$ cat src/rtl/alloc_req_scheduler.sv
// alloc_req_scheduler: round-robin front end that shares one allocator core
// among NUM_REQ requesters. Each accepted request is validated, its size is
// rounded up to the requested power-of-two alignment, the aligned size is sent
// to the core, and the core's answer is routed back to the originating port.
// Only one request is in flight at any time.
module alloc_req_scheduler #(
  parameter  int NUM_REQ = 4,
  parameter  int DATA_W  = 64,
  localparam int ID_W    = (NUM_REQ > 1) ? $clog2(NUM_REQ) : 1
) (
  input  logic                        clk_i,
  input  logic                        rst_i,
  input  logic [NUM_REQ-1:0]          req_valid_i,
  output logic [NUM_REQ-1:0]          req_ready_o,
  input  logic [NUM_REQ*DATA_W-1:0]   req_size_i,
  input  logic [NUM_REQ*DATA_W-1:0]   req_align_i,
  output logic [NUM_REQ-1:0]          rsp_valid_o,
  output logic                        rsp_error_o,
  output logic [DATA_W-1:0]           rsp_addr_o,
  output logic                        core_req_valid_o,
  input  logic                        core_req_ready_i,
  output logic [DATA_W-1:0]           core_req_size_o,
  input  logic                        core_rsp_valid_i,
  input  logic [DATA_W-1:0]           core_rsp_addr_i,
  input  logic                        core_rsp_error_i
);

  typedef enum logic [2:0] {
    ST_IDLE  = 3'd0,
    ST_ALIGN = 3'd1,
    ST_ISSUE = 3'd2,
    ST_WAIT  = 3'd3,
    ST_RESP  = 3'd4
  } state_e;

  // (base + off) mod NUM_REQ; works for non-power-of-two NUM_REQ as well.
  function automatic logic [ID_W-1:0] wrap_idx(input logic [ID_W-1:0] base, input int off);
    int s;
    s = int'(base) + off;
    if (s >= NUM_REQ) begin
      s = s - NUM_REQ;
    end else begin
      s = s;
    end
    return ID_W'(s);
  endfunction

  state_e            state_q,   state_d;
  logic [ID_W-1:0]   rr_q,      rr_d;
  logic [ID_W-1:0]   grant_q,   grant_d;
  logic [DATA_W-1:0] size_q,    size_d;
  logic [DATA_W-1:0] align_q,   align_d;
  logic [DATA_W-1:0] aligned_q, aligned_d;
  logic [DATA_W-1:0] addr_q,    addr_d;
  logic              err_q,     err_d;

  logic              found_s;
  logic [ID_W-1:0]   gnt_s;
  logic [DATA_W:0]   sum_s;
  logic [DATA_W-1:0] align_m1_s;
  logic              chk_err_s;
  logic [DATA_W-1:0] chk_aligned_s;

  // The sum is one bit wider than DATA_W so its top bit is the overflow carry.
  assign sum_s         = {1'b0, size_q} + {1'b0, align_q} - {{DATA_W{1'b0}}, 1'b1};
  assign align_m1_s    = align_q - {{(DATA_W-1){1'b0}}, 1'b1};
  assign chk_err_s     = (size_q == {DATA_W{1'b0}}) || (align_q == {DATA_W{1'b0}}) ||
                         ((align_q & align_m1_s) != {DATA_W{1'b0}}) || sum_s[DATA_W];
  assign chk_aligned_s = (sum_s[DATA_W-1:0]) & (~align_m1_s);

  // Round-robin search: first valid requester at or above rr_q, wrapping.
  always_comb begin
    found_s = 1'b0;
    gnt_s   = {ID_W{1'b0}};
    for (int i = 0; i < NUM_REQ; i++) begin
      if (!found_s && req_valid_i[wrap_idx(rr_q, i)]) begin
        found_s = 1'b1;
        gnt_s   = wrap_idx(rr_q, i);
      end else begin
        found_s = found_s;
      end
    end
  end

  // State and datapath registers with synchronous reset.
  always_ff @(posedge clk_i) begin
    if (rst_i) begin
      state_q   <= ST_IDLE;
      rr_q      <= {ID_W{1'b0}};
      grant_q   <= {ID_W{1'b0}};
      size_q    <= {DATA_W{1'b0}};
      align_q   <= {DATA_W{1'b0}};
      aligned_q <= {DATA_W{1'b0}};
      addr_q    <= {DATA_W{1'b0}};
      err_q     <= 1'b0;
    end else begin
      state_q   <= state_d;
      rr_q      <= rr_d;
      grant_q   <= grant_d;
      size_q    <= size_d;
      align_q   <= align_d;
      aligned_q <= aligned_d;
      addr_q    <= addr_d;
      err_q     <= err_d;
    end
  end

  // Next-state and datapath update logic.
  always_comb begin
    state_d   = state_q;
    rr_d      = rr_q;
    grant_d   = grant_q;
    size_d    = size_q;
    align_d   = align_q;
    aligned_d = aligned_q;
    addr_d    = addr_q;
    err_d     = err_q;
    case (state_q)
      ST_IDLE: begin
        if (found_s) begin
          grant_d = gnt_s;
          size_d  = req_size_i[int'(gnt_s)*DATA_W +: DATA_W];
          align_d = req_align_i[int'(gnt_s)*DATA_W +: DATA_W];
          state_d = ST_ALIGN;
        end else begin
          state_d = ST_IDLE;
        end
      end
      ST_ALIGN: begin
        addr_d = {DATA_W{1'b0}};
        if (chk_err_s) begin
          err_d     = 1'b1;
          aligned_d = {DATA_W{1'b0}};
          state_d   = ST_RESP;
        end else begin
          err_d     = 1'b0;
          aligned_d = chk_aligned_s;
          state_d   = ST_ISSUE;
        end
      end
      ST_ISSUE: begin
        if (core_req_ready_i) begin
          state_d = ST_WAIT;
        end else begin
          state_d = ST_ISSUE;
        end
      end
      ST_WAIT: begin
        if (core_rsp_valid_i) begin
          addr_d  = core_rsp_addr_i;
          err_d   = core_rsp_error_i;
          state_d = ST_RESP;
        end else begin
          state_d = ST_WAIT;
        end
      end
      ST_RESP: begin
        rr_d    = wrap_idx(grant_q, 1);
        state_d = ST_IDLE;
      end
      default: begin
        state_d = ST_IDLE;
      end
    endcase
  end

  // Output decode from the current state; only req_ready_o looks at inputs.
  always_comb begin
    req_ready_o      = {NUM_REQ{1'b0}};
    rsp_valid_o      = {NUM_REQ{1'b0}};
    rsp_error_o      = 1'b0;
    rsp_addr_o       = {DATA_W{1'b0}};
    core_req_valid_o = 1'b0;
    core_req_size_o  = {DATA_W{1'b0}};
    case (state_q)
      ST_IDLE: begin
        if (found_s) begin
          req_ready_o[gnt_s] = 1'b1;
        end else begin
          req_ready_o = {NUM_REQ{1'b0}};
        end
      end
      ST_ISSUE: begin
        core_req_valid_o = 1'b1;
        core_req_size_o  = aligned_q;
      end
      ST_RESP: begin
        rsp_valid_o[grant_q] = 1'b1;
        rsp_error_o          = err_q;
        // A failed allocation never leaks whatever address the core drove.
        rsp_addr_o           = err_q ? {DATA_W{1'b0}} : addr_q;
      end
      default: begin
        core_req_valid_o = 1'b0;
      end
    endcase
  end

endmodule

$ cat config.mk
export PLATFORM = sky130hd
export DESIGN_NAME = alloc_req_scheduler
export DESIGN_NICKNAME = d
export VERILOG_FILES = /design/src/rtl/alloc_req_scheduler.sv
export SDC_FILE = /design/constraint.sdc
export NUM_CORES = 1
export LEC_CHECK = 0
export CAP_MARGIN = 25
export CELL_PAD_IN_SITES_DETAIL_PLACEMENT = 1
export CELL_PAD_IN_SITES_GLOBAL_PLACEMENT = 1
export CORE_AREA = 2 2 284 286
export CTS_BUF_LIST = sky130_fd_sc_hd__clkbuf_2 sky130_fd_sc_hd__clkbuf_4 sky130_fd_sc_hd__clkbuf_8
export CTS_CLUSTER_SIZE = 24
export DETAILED_ROUTE_END_ITERATION = 10
export DIE_AREA = 0 0 286 288
export PLACE_DENSITY_LB_ADDON = 0.1
export SYNTH_ARGS = -nofsm -noshare
export SYNTH_HDL_FRONTEND = slang
export SYNTH_SLANG_ARGS = --single-unit
$ cat constraint.sdc
create_clock -name clk_i -period 6.75 [get_ports clk_i]
set_input_delay 1.35 -clock clk_i [delete_from_list [all_inputs] [get_ports clk_i]]
set_output_delay 1.35 -clock clk_i [all_outputs]
set_load 0.02 [all_outputs]
==> results of run 1 <==
path summary, 6_finish.rpt:
path | startpoint | end | depth (start not counted)
worst min-delay path | aligned_q[21] | aligned_q[21] | 2
worst max-delay path | align_q[2] | aligned_q[19] | 20
worst min register to register | aligned_q[21] | aligned_q[21] | 2
worst max register to register | align_q[2] | aligned_q[19] | 20
metal layers:
metal / wire, um / global-route usage / up-vias
met1: 46900 / 0.314 / 11637
met3: 6230 / 0.0548 / 141
met4: 2960 / 0.0728 / 14
li1: - / - / 11503
met5: 86 / 0 / -
met2: 53800 / 0.456 / 583
cell families (layout without fill, tap and decap cells):
logic type | count (synthesis) | in the layout | share of synthesized area
xor gates and xnor gates | 59 | 59 | 0.0245
buffers and inverters | 505 | 1136 | 0.0924
DFF | 264 | 264 | 0.251
muxes | 2 | 2 | 0.000951
and+or+nand+nor | 1137 | 1137 | 0.263
AOI/OAI and AO/OA | 772 | 772 | 0.252
adders and majority gates | 195 | 195 | 0.116
other | 0 | 9 | 0
cell usage after synthesis (26+ instances only):
cell / n / share of area
nor4_1: 43 / 0.013
xor2_1: 27 / 0.011
a21oi_1: 254 / 0.060
a311oi_1: 129 / 0.054
a32o_1: 35 / 0.017
xnor2_1: 32 / 0.013
inv_1: 287 / 0.051
nand3_1: 37 / 0.0088
ha_1: 194 / 0.12
nor2_1: 259 / 0.046
nand4_1: 66 / 0.020
nand2_1: 382 / 0.068
a22oi_1: 65 / 0.023
dfxtp_1: 264 / 0.25
clkbuf_1: 194 / 0.035
a211oi_1: 140 / 0.050
nor3_1: 26 / 0.0062
and2_1: 254 / 0.075
o21ai_0: 39 / 0.0093
metrics by stage:
stage / util / instance area (sq um)
after CTS: 0.380 / 30300
after global placement: 0.366 / 29200
after floorplan: - / 21100
after detailed placement: 0.366 / 29200
after global routing: 0.380 / 30300
final: 0.381 / 30300
sequential cells by signal (all words and copies together), names as in the netlist:
register   flops
addr_q        64
align_q       64
aligned_q     64
size_q        64
state_q        3
grant_q        2
rr_q           2
err_q          1
area by class of cell:
class,instances,area [sq um],area share
Multi-Input combinational cell,2165,13900,0.459
Tap cell,1060,1330,0.0438
Clock inverter,10,115,0.00380
Sequential cell,264,5290,0.174
Clock buffer,79,993,0.0328
Antenna cell,9,22.5,0.000743
Inverter,288,1080,0.0357
Timing Repair Buffer,759,7560,0.249
power groups by stage:
| stage | registers (uW) | logic (uW) | clock network, uW |
|---|---|---|---|
| finish | 1800 | 3680 | 1790 |
| CTS | 1800 | 3720 | 1850 |
| detailed placement | 1830 | 3700 | 0 |
| global route | 1810 | 4070 | 1920 |
| global placement | 1830 | 3680 | 0 |
| floorplan | 1760 | 2300 | 0 |
worst max-delay path, cell delays in order (launching register included):
cell and delay [ns]:
dfxtp_1 0.34, nor3_1 0.27, nand3_1 0.15, nor2_1 0.28, nand2_1 0.27, nor4_4 0.26
buf_4 0.20, nand2_2 0.09, nor2_2 0.32, and3_1 0.40, inv_2 0.07, or4_1 0.48
ha_1 0.20, nor4_1 0.17, nand4_1 0.16, nor4_1 0.34, nand2_1 0.14, a311oi_4 0.28
buf_4 0.50, nand4_1 0.20, a21oi_1 0.17
==> key figures, run 1 <==
Outcome
  • Status: finished, final reports clean

Placement
  • GPL Wtd Cong: 0.880
  • Placed cell count: 4536
  • Pre-CTS setup slack: 1.26 ns
  • DP HPWL: 89400 um
  • Port buffer count: about 720

Cells and area
  • Final cell count without fillers: ~4600
  • Final net count: roughly 4300
  • Most frequent cells in the layout: 721 x clkdlybuf4s50_1, 382 x nand2_1, 287 x inv_1
  • Fillers: 9695
  • Share of layout cells above drive strength 1: 0.0460
  • Area Growth Syn to Fin: 43.9%
  • Commonest non-fill, non-tap cell in the layout: clkdlybuf4s50_1

Power
  • Peak VDD IR: 126 uV
  • Clock power frac: 0.246
  • Pleak: 0.0118 uW
  • Sequential power share: 0.248
  • Combinational power share: 0.506
  • Pwr Density: 240 nW/um^2
  • Internal power: 4090 uW
  • Design Power: 7270 uW
  • Switching share of power: 0.438
  • P_sw: roughly 3200 uW

Clock network
  • Postcts setup bufs: 0
  • Worst skew pair latency: 0.67 ns
  • # H-tree levels: 2
  • Root buffer cell: clkbuf_8
  • Clk slew on worst S/H paths: around 0.06 ns
  • Clk sinks: 264
  • Total CTS buffers: 52
  • Clock Tree Buf Depth: 3
  • CTS tree: yes
  • Post-CTS sizing: 0
  • Number of hold buffers added after cts: 0

Detailed routing
  • WL/cell: 23.7 um
  • Starting DRT DRC Count: 964
  • Routed via count: between 20000 and 25000
  • Pre-antenna DRT Iters: 5
  • Antenna Nets Post-Route: 0
  • Vias per inst: a little over 5
  • DR DRC count: 0
  • Post-Route WL: 110000 um

STA
  • # setup viols final: 0
  • Slew @ Worst Pin: 1.03 ns
  • Final hold vios: 0
  • Min Tclk post-route: between 5 and 6 ns
  • Worst hold margin: 0.449 ns
  • Final slew viol count: 0
  • Setup TNS Final: 0 ns
  • Final setup margin: 1.34 ns
  • Clk_skew: 0.0547 ns
  • Max_slew headroom: 0.316
  • Fmax: approximately 0.18 GHz
  • Final Cycle Share: 0.802
  • RSZ-0062 raised after global routing: false

Yosys
  • YS warnings: 0
  • Post-Syn Instances: 2934
  • Syn Area/Cell: 7.18 sq um
  • Syn Std Cell Area: 21100 sq um
  • Seq/Total Area, Yosys: 0.251
  • Post-synthesis register bit count: 264
  • Number of synthesized flops with an enable pin: 0
  • Post-synth top flop: dfxtp_1
  • Mapped Nets: about 3700
  • Synth unique cells: 68
  • Post-synth ARST share: 0

Floorplanning
  • Core Region: about 80000 sq um
  • I/O pins: 723
  • Die height: 288 um
  • # rows: 104
  • Die ar.: 82400 sq um
  • Effective utilization at floorplan: 0.264
  • Die Width: between 200 and 300 um

Critical path
  • Worst reg-to-reg setup slack: about 1.3 ns
  • Crit path launch type: register
  • WP data arrival: ~6 ns
  • CP Capture Type: register
  • Critical Path Fanout Max: 32
  • Worst Path Required: 7.34 ns
  • Crit Path Class: register to register

Min path
  • Hold crit path type: register to register

Flow run
  • Maxcap violations: 0

GRT
  • Largest net degree at the start of global routing: 168
  • Vias in the first global route: roughly 26000
  • GR Overflow Total: 0
  • Initial antenna violation count: 24
  • Total track usage: 0.258
  • First-pass GRT wire length: 162000 um
Power figures use the tool's default switching activity.
==> inputs of run 2 (changes only) <==
--- a/config.mk
+++ b/config.mk
@@ -8,11 +8,11 @@
 export CAP_MARGIN = 25
 export CELL_PAD_IN_SITES_DETAIL_PLACEMENT = 1
 export CELL_PAD_IN_SITES_GLOBAL_PLACEMENT = 1
-export CORE_AREA = 2 2 284 286
+export CORE_AREA = 2 2 285 287
 export CTS_BUF_LIST = sky130_fd_sc_hd__clkbuf_2 sky130_fd_sc_hd__clkbuf_4 sky130_fd_sc_hd__clkbuf_8
 export CTS_CLUSTER_SIZE = 24
 export DETAILED_ROUTE_END_ITERATION = 10
-export DIE_AREA = 0 0 286 288
+export DIE_AREA = 0 0 287 289
 export PLACE_DENSITY_LB_ADDON = 0.1
 export SYNTH_ARGS = -nofsm -noshare
 export SYNTH_HDL_FRONTEND = slang
==> constraint.sdc (replaced) <==
create_clock -name clk_i -period 4.98 [get_ports clk_i]
set_input_delay 0.996 -clock clk_i [delete_from_list [all_inputs] [get_ports clk_i]]
set_output_delay 0.996 -clock clk_i [all_outputs]
set_load 0.02 [all_outputs]
==> run 2 against run 1 <==
Routed wire length grew 0.79%. Sequential share of layout area shrank 0.39 points. Fmax grew 10%. Setup slack lost 1.3 ns. Final area grew 2.3%. Final cell count grew 1.1%. Clock skew shrank 0.0020 ns. Via count grew 1.3%. Non-clock buffer count grew 49. Core utilization grew 0.75 points. Largest cell class unchanged.
==> key figures, run 2 (synthesis gave the netlist of run 1 again) <==
Cells and area
  • Final cell count without fillers: 4683 (+1.1%)
  • Share of layout cells above drive strength 1: 0.0645 (+0.0185)
  • Finished Cell Area: 31000 sq um (+2.3%)
  • Most frequent cells in the layout: 720 x clkdlybuf4s50_1, 382 x nand2_1, 287 x inv_1
  • Commonest non-fill, non-tap cell in the layout: clkdlybuf4s50_1
  • Area Growth Syn to Fin: 47.2%
  • Final net count: 4359 (+1.1%)
  • Multi-input combinational cell area: 14000 sq um (+0.89%)
  • Fin util: 0.388 (+0.00753)
  • Fillers: 9654 (-0.42%)
  • FF/Latch Area: 5290 sq um (about the same)

Power
  • Sequential power share: 0.242 (-0.006)
  • Internal power: 5680 uW (+39%)
  • Combinational power share: 0.511 (+0.005)
  • P_sw: 4350 uW (+37%)
  • Switching share of power: 0.434 (-0.00405)
  • Design Power: 10000 uW (+38%)
  • Clock power frac: 0.247 (about the same)
  • Pleak: 0.0122 uW (+3.0%)
  • Peak VDD IR: 191 uV (+52%)
  • Pwr Density: 323 nW/um^2 (+35%)

Critical path
  • Slowest stage delay, CP: 0.43 ns (-0.07 ns)
  • Worst path cell trace: nor4_4 > nand2_2 > nor4_4 > nand3_2 > nor4_4 > buf_4 > nand2_4 > nor2_4 > and3_4 > inv_2 > or4_4 > ha_4 > nor4_4 > nand4_1 > nor4_4 > nand2_1 > a311oi_4 > and3_4 > clkbuf_16 > a32o_1
  • WP data arrival: 5.45 ns (-0.55 ns)
  • CP max-delay cell: or4_4
  • Critical Path Fanout Max: 7 (-78%)
  • Reg2Reg Launch Point: align_q[16]
  • Crit Path Class: register to register
  • CP most frequent cell: nor4_4
  • Bufs and invs on worst path: 3 (unchanged)
  • CP Capture Type: register
  • CP startpoint: align_q[16]
  • Worst Path Required: 5.52 ns (-1.82 ns)
  • Crit path launch type: register
  • Top Family by Delay on Critical Path: simple AND/OR/NAND/NOR gates

Floorplanning
  • # rows: 104 (unchanged)
  • Die height: 289 um (+0.35%)
  • Effective utilization at floorplan: 0.264 (-0.000861)
  • Die ar.: 82900 sq um (+0.70%)
  • Die Width: 287 um (+0.35%)
  • I/O pins: 723 (unchanged)
  • Core Region: 79900 sq um (+0.33%)

GRT
  • Gr busiest metal: met2
  • First-pass GRT wire length: 160000 um (-0.98%)
  • Grt met3 use: 0.0483 (-0.00657)
  • Total track usage: 0.254 (-0.00418)
  • Vias in the first global route: 25488 (-0.17%)
  • Initial antenna violation count: 19 (-21%)
  • Met2 usage: 0.451 (-0.00473)
  • GR Overflow Total: 0 (unchanged)
  • Met1 GRT Util: 0.310 (-0.00372)
  • Largest net degree at the start of global routing: 163 (-3.0%)

Clock network
  • Clk slew on worst S/H paths: 0.05 ns (about the same)
  • CTS tree: yes
  • Clk sinks: 264 (unchanged)
  • # H-tree levels: 2 (unchanged)
  • Number of hold buffers added after cts: 0 (unchanged)
  • Root buffer cell: clkbuf_8
  • Total CTS buffers: 52 (unchanged)
  • Worst skew pair latency: 0.65 ns (-0.02 ns)
  • Clock Tree Buf Depth: 3 (unchanged)

Placement
  • Port buffer count: 722 (unchanged)
  • DP Area: 29500 sq um (+1.2%)
  • DP HPWL: 90200 um (+0.95%)
  • GPL Wtd Cong: 0.893 (+1.5%)
  • Pre-CTS setup slack: -0.105 ns (-1.36 ns)
  • Placed cell count: 4568 (+0.71%)

Detailed routing
  • WL/cell: 23.7 um (-0.27%)
  • Pre-antenna DRT Iters: 5 (unchanged)
  • Starting DRT DRC Count: 1106 (+15%)
  • DR DRC count: 0 (unchanged)
  • Antenna Nets Post-Route: 0 (unchanged)
  • Post-Route WL: 111000 um (+0.79%)
  • Routed via count: 24181 (+1.3%)
  • Vias per inst: 5.16 (+0.21%)

Outcome
  • Status: finished, final reports clean

Min path
  • Hold crit path type: register to register
  • Hold Crit Start: aligned_q[33]

STA
  • Slew @ Worst Pin: 1.01 ns (-0.0195 ns)
  • Max_slew headroom: 0.329 (+0.0130)
  • Final setup margin: 0.0737 ns (-1.26 ns)
  • Final hold vios: 0 (unchanged)
  • RSZ-0062 raised after global routing: true
  • Clk_skew: 0.0527 ns (-0.00203 ns)
  • Final Cycle Share: 0.985 (+0.183)
  • # setup viols final: 0 (unchanged)
  • Final slew viol count: 0 (unchanged)
  • Fmax: 0.204 GHz (+10%)
  • Min Tclk post-route: 4.91 ns (-0.509 ns)

Flow run
  • Maxcap violations: 0 (unchanged)
==> run 2: layout make-up <==
class | instances | share of cell area
Multi-Input combinational cell | 2165 | 0.453
Timing Repair Buffer | 808 | 0.261
Sequential cell | 264 | 0.171
Tap cell | 1060 | 0.0428
Inverter | 288 | 0.0349
Clock buffer | 79 | 0.0322
Clock inverter | 11 | 0.00468
Antenna cell | 8 | 0.000646
==> run 2: power by group through the flow <==
stage | Combinational, uW | Clock, uW | Sequential, uW
after floorplan | 3120 | 0 | 2390
after global placement | 5040 | 0 | 2460
after detailed placement | 5080 | 0 | 2470
after CTS | 5110 | 2550 | 2420
after global routing | 5640 | 2630 | 2440
final | 5130 | 2470 | 2430
==> run 2: repair_timing <==
action / in CTS / in global routing
endpoints found under the setup margin: 66 / 67
pin swaps: 1 / 69
buffers inserted: 1 / 10
resized for setup: 2 / 25
gates cloned: 0 / 6
==> run 2: final timing paths <==
kind | slack [ns] | depth (start not counted) | end
max | 0.07 | 20 | aligned_q[48]
min | 0.45 | 2 | aligned_q[33]
max reg2reg | 0.07 | 20 | aligned_q[48]
min reg2reg | 0.45 | 2 | aligned_q[33]
==> run 2: worst reg2reg max path, stage by stage, from the launching register on <==
cell and delay, ns:
dfxtp_2 0.33, nor4_4 0.30, nand2_2 0.12, nor4_4 0.35
nand3_2 0.16, nor4_4 0.15, buf_4 0.19, nand2_4 0.08
nor2_4 0.20, and3_4 0.24, inv_2 0.05, or4_4 0.43
ha_4 0.18, nor4_4 0.19, nand4_1 0.25, nor4_4 0.34
nand2_1 0.13, a311oi_4 0.33, and3_4 0.41, clkbuf_16 0.21
a32o_1 0.17
==> run 2: per-layer routing <==
| layer | routed length, um | up-vias |
|---|---|---|
| met5 | 65 | - |
| met3 | 5890 | 123 |
| li1 | - | 11615 |
| met2 | 54600 | 590 |
| met4 | 3150 | 10 |
| met1 | 47100 | 11843 |
==> run 2: per-stage QoR <==
| step | TNS, ns | hold WS, ns |
|---|---|---|
| 2_1_floorplan | 0 | 0.427 |
| 3_3_place_gp | 0 | 0.439 |
| 3_5_place_dp | -4.12 | 0.445 |
| 4_1_cts | 0 | 0.453 |
| 5_1_grt | -7.62 | 0.464 |
| 6_report | 0 | 0.453 |
